$ cat src/rtl/mem_responder_pkg.sv
// Shared definitions for the MIC-1 memory responder: request bit positions, FSM state
// and the return-tag format carried alongside RAM latency.
package mem_responder_pkg;

   localparam int NBITS = 32;
   localparam int WORD  = 32;

   localparam int MEM_WR    = 2;
   localparam int MEM_RD    = 1;
   localparam int MEM_FETCH = 0;

   typedef enum logic {S_ACCEPT, S_PEND_FETCH} mem_state_t;

   typedef struct packed {
      logic       rd;
      logic       fetch;
      logic [1:0] lane;
   } mem_tag_t;

endpackage

$ cat src/rtl/mem_responder_byte_lane_select.sv
// Picks one byte lane out of a RAM word for the MBR path (lane 0 = bits 7:0).
module byte_lane_select #(
   parameter int WORD = 32
) (
   input  logic [WORD-1:0] rdata,
   input  logic [1:0]      lane,
   output logic [7:0]      data
);

   always_comb begin
      data = rdata[7:0];
      unique case (lane)
         2'd0: data = rdata[7:0];
         2'd1: data = rdata[15:8];
         2'd2: data = rdata[23:16];
         2'd3: data = rdata[31:24];
         default: data = rdata[7:0];
      endcase
   end

endmodule

$ cat src/rtl/mem_responder.sv
// Memory-side responder: sequences write/read/fetch requests onto a single-port synchronous
// RAM and returns data to MDR/MBR through a 2-stage tag pipeline matching RAM latency.
module mem_responder
   import mem_responder_pkg::*;
#(
   parameter int NBITS  = mem_responder_pkg::NBITS,
   parameter int WORD   = mem_responder_pkg::WORD,
   parameter int RAM_AW = 16
) (
   input  logic              clk,
   input  logic              reset,
   input  logic [2:0]        mem_control,
   input  logic [NBITS-1:0]  mar,
   input  logic [WORD-1:0]   mdr_out,
   input  logic [NBITS-1:0]  pc,
   output logic [WORD-1:0]   mdr_in,
   output logic              mdr_load,
   output logic [7:0]        mbr_in,
   output logic              mbr_load,
   output logic              busy,
   output logic              req_err,
   output logic [RAM_AW-1:0] ram_addr,
   output logic [WORD-1:0]   ram_wdata,
   output logic              ram_we,
   input  logic [WORD-1:0]   ram_rdata
);

   mem_state_t        state;
   mem_tag_t          tag_q1;
   mem_tag_t          tag_q2;
   logic [RAM_AW-1:0] pend_addr;
   logic [1:0]        pend_lane;
   logic [WORD-1:0]   mdr_hold;
   logic [7:0]        mbr_hold;
   logic [7:0]        lane_byte;
   logic              wr_req;
   logic              rd_req;
   logic              fetch_req;
   logic              unused_addr_bits;

   assign wr_req    = mem_control[MEM_WR];
   assign rd_req    = mem_control[MEM_RD];
   assign fetch_req = mem_control[MEM_FETCH];

   // Addresses wrap within the RAM; the upper bits are intentionally dropped.
   assign unused_addr_bits = ^{mar[NBITS-1:RAM_AW], pc[NBITS-1:RAM_AW+2]};

   byte_lane_select #(
      .WORD(WORD)
   ) u_lane (
      .rdata(ram_rdata),
      .lane (tag_q2.lane),
      .data (lane_byte)
   );

   // RAM q is only valid in the return cycle, so data passes through then and is held after.
   assign mdr_load = tag_q2.rd;
   assign mbr_load = tag_q2.fetch;
   assign mdr_in   = tag_q2.rd ? ram_rdata : mdr_hold;
   assign mbr_in   = tag_q2.fetch ? lane_byte : mbr_hold;

   always_ff @(posedge clk or posedge reset) begin
      if (reset) begin
         state     <= S_ACCEPT;
         tag_q1    <= '0;
         tag_q2    <= '0;
         pend_addr <= '0;
         pend_lane <= '0;
         mdr_hold  <= '0;
         mbr_hold  <= '0;
         busy      <= 1'b0;
         req_err   <= 1'b0;
         ram_addr  <= '0;
         ram_wdata <= '0;
         ram_we    <= 1'b0;
      end else begin
         ram_we  <= 1'b0;
         req_err <= 1'b0;
         busy    <= 1'b0;
         tag_q1  <= '0;
         tag_q2  <= tag_q1;
         if (tag_q2.rd)    mdr_hold <= ram_rdata;
         if (tag_q2.fetch) mbr_hold <= lane_byte;

         unique case (state)
            S_ACCEPT: begin
               if (wr_req) begin
                  ram_addr  <= mar[RAM_AW-1:0];
                  ram_wdata <= mdr_out;
                  ram_we    <= 1'b1;
                  if (rd_req) req_err <= 1'b1;
               end else if (rd_req) begin
                  ram_addr <= mar[RAM_AW-1:0];
                  tag_q1   <= '{rd: 1'b1, fetch: 1'b0, lane: 2'b00};
               end else if (fetch_req) begin
                  ram_addr <= pc[RAM_AW+1:2];
                  tag_q1   <= '{rd: 1'b0, fetch: 1'b1, lane: pc[1:0]};
               end
               // A fetch riding with a read/write takes the port one cycle later.
               if (fetch_req && (wr_req || rd_req)) begin
                  pend_addr <= pc[RAM_AW+1:2];
                  pend_lane <= pc[1:0];
                  busy      <= 1'b1;
                  state     <= S_PEND_FETCH;
               end
            end
            S_PEND_FETCH: begin
               ram_addr <= pend_addr;
               tag_q1   <= '{rd: 1'b0, fetch: 1'b1, lane: pend_lane};
               if (mem_control != 3'b000) req_err <= 1'b1;
               state <= S_ACCEPT;
            end
            default: state <= S_ACCEPT;
         endcase
      end
   end

endmodule

$ cat config.mk
export PLATFORM = sky130hd
export DESIGN_NAME = mem_responder
export DESIGN_NICKNAME = d
export VERILOG_FILES = /design/src/rtl/mem_responder_pkg.sv /design/src/rtl/mem_responder_byte_lane_select.sv /design/src/rtl/mem_responder.sv
export SDC_FILE = /design/constraint.sdc
export NUM_CORES = 1
export LEC_CHECK = 0
export CAP_MARGIN = 20
export CORE_ASPECT_RATIO = 0.8
export CORE_UTILIZATION = 57
export CTS_BUF_LIST = sky130_fd_sc_hd__clkbuf_16
export DETAILED_ROUTE_END_ITERATION = 10
export DONT_BUFFER_PORTS = 1
export GPL_ROUTABILITY_DRIVEN = 0
export PLACE_DENSITY = 0.86
export REMOVE_ABC_BUFFERS = 1
export SYNTH_ARGS = -nofsm -noshare
export SYNTH_HDL_FRONTEND = slang
export SYNTH_HIERARCHICAL = 1
export SYNTH_SLANG_ARGS = --single-unit
$ cat constraint.sdc
create_clock -name clk -period 3.3 [get_ports clk]
set_clock_uncertainty 0.15 [all_clocks]
set_input_delay 0.33 -clock clk [delete_from_list [all_inputs] [get_ports clk]]
set_output_delay 0.33 -clock clk [all_outputs]
set_load 0.01 [all_outputs]
==> out/qor.yml <==
p_leak_nw: 2.69
dieArea_sq_mm: 0.00898
finalPower_mw: 4.31
grt_pass1_vias: 3561
drc: 0
ios: 226
outcome: "complete, no violations"
dr.pass1.iters: 4
synth_seq_cells: 117
crit_slowest_cell: "dfrtp_1"
drtIter0Drc: 173
grt_setup_unrepaired: "no"
hold_class: "primary input to flop"
fmax_mhz: 402
vdd_drop_max_uv: 427
synthToLayoutAreaGrowth_pct: 31.4
n_antenna_cell: 0
startpoint_type: "flop"
wl_um: 12800
ys_async_sr_fraction_pct: 100
wl_per_cell_um: 23.3
antenna_found_initial: 0
critical-path-top-delay-family: "multiplexers"
nets: 564
yosysTopAreaCell: "dfrtp_1"
grt_max_degree: 41
synth.top_cells.by_count: "117 x dfrtp_1, 76 x mux2_2, 19 x nor2_1"
yosys-top-cells-area: "dfrtp_1 60%, mux2_2 17%, mux4_2 3.7%, mux2_4 2.8%, o31ai_1 2.4%"
hold-worst-slack_ns: 0.0181
ant_nets: 0
slew_headroom_pct: 48.7
clock_path_buffers: 2
tightest_slew_ns: 0.770
clkLatencyLatePin_ns: 0.39
port_buffers: 0
period_share_pct: 75.4
p_per_area_mw_per_mm2: 668
path_cells: "mux4_2 > mux2_2"
grt_pass1_wl_um: 20100
yosysSeqAreaShare_pct: 59.7
yosysUniqueCellTypes: 25
via_count: 3228
place_inst: 427
crit_buf_inv: 0
finalNonFillerCells: 551
coreArea_sq_mm: 0.00813
end_kind: "output port"
crit_fanout: 8
yosysWarnings: 6
yosysMostFrequentCell: "dfrtp_1"
crit_type: "flop to output port"
maxCapViolations: 0
avgSynthCellArea_sq_um: 14.6
setup_viol: 0
synth_edf_count: 0
std_cell_rows: 29
cts.sinks: 117
die_w_um: 106
cts_max_level: 4
crit_required_ns: 2.82
vias_per_cell: 5.86
gr-total-overflow: 0
netlist.area_leader.share_pct: 59.7
clockRootBuffer: "clkbuf_16"
clk_pin_slew_ns: 0.06
hold_path.startpoint: "ram_rdata[7]"
numCtsBuffers: 17
reg2reg_from: "busy"
dieHeight_um: 85.0
hold_viol_final: 0
drive_above_1_share_pct: 30.9
cp.arrival_ns: 2.01
cts_tree: "built"
startpoint: "tag_q2[0]"
syn_area_sq_mm: 0.00490
cts_setup_buffers: 0
final-max-slew-violation-count: 0
initial_core_util_pct: 60.3
hpwl_um: 7040
crit_path_max_incr_delay_ns: 0.69
track_usage_pct: 30.1
syn_inst: 336
ys.flop_type: "dfrtp_1"
min_period_ns: 2.49
[metal layers]
layer | up-vias | track usage (%) | routed length, um
met5 | - | 0 | 0
met4 | 0 | 11.1 | 155
met3 | 18 | 7.68 | 946
met2 | 163 | 54.5 | 6870
met1 | 1658 | 34.7 | 4870
li1 | 1389 | - | -
[registers in the layout, indices dropped and copies added (netlist names), 2 cells and up]
register   count
pend_addr     16
mbr_hold       8
tag_q2         2
ram_addr      16
tag_q1         4
pend_lane      2
mdr_hold      32
ram_wdata     32
[worst reg2reg max path: stages, from the launching register on]
cell	delay (ns)
dfrtp_1	0.46
buf_4	0.30
nor2b_2	0.15
buf_4	0.37
mux2_2	0.42
[cells in the final DEF, fill, tap and decap left out, types with 8 or more instances in the layout]
master         synthesis  routed
buf_4                  8       8
nor2_1                19      19
clkbuf_16              0      17
nor2b_1               17      16
a211oi_1              13      13
mux2_2                76      76
nand2_1               18      18
mux4_2                 8       8
dfrtp_1              117     117
o31ai_1               16      16
mux2_4                 9       9
dlygate4sd3_1          0      93
[cell families (layout without fill, tap and decap cells)]
family	count (synthesis)	in the layout	synth area share (%)
and+or+nand+nor	59	59	5.74
DFF	117	117	59.7
muxes	98	98	25.0
AOI/OAI and AO/OA	36	36	5.66
buffers and inverters	26	133	3.85
[through the flow]
step | worst slack [ns] | cell area [sq um] | TNS [ns] | util [%]
3_5_place_dp | 1.23 | 4920 | 0 | 60.6
2_1_floorplan | -0.281 | 4720 | -32.85 | -
4_1_cts | 0.790 | 6440 | 0 | 79.3
3_3_place_gp | 1.24 | 4920 | 0 | 60.6
6_report | 0.812 | 6440 | 0 | 79.3
5_1_grt | 0.712 | 6440 | 0 | 79.3
[power by group]
group	leakage [nW]	switching (mW)	internal, mW	total, mW
Combinational	1.02	0.301	0.326	0.626
Clock	0.282	0.638	1.18	1.81
Sequential	1.39	0.191	1.68	1.87
Total	2.69	1.13	3.18	4.31
[timing repair]
action / 4_1_cts / 5_1_grt
endpoints found under the hold margin: 121 / 0
hold buffers: 93 / 0
resized for setup: 0 / 0
[worst paths after layout]
check | slack (ns) | endpoint | cells past startpoint
setup / recovery | 0.81 | mbr_in[6] | 2
hold / removal | 0.02 | mdr_hold[7] | 1
setup reg to reg | 1.33 | ram_wdata[10] | 4
hold reg to reg | 0.20 | mdr_load | 0
max in group asynchronous | 1.97 | tag_q1[3] | 3
min in group asynchronous | 0.25 | ram_wdata[14] | 2
[cell type report]
class / count / area (sq um)
repair buffers: 101 / 991
clock inverters: 14 / 163
well taps: 108 / 135
flip-flops and latches: 117 / 2930
fillers: 416 / 1680
inverters: 1 / 6.26
clock buffers: 17 / 425
multi-input cells: 193 / 1800
(Power assumes the default switching activity.)
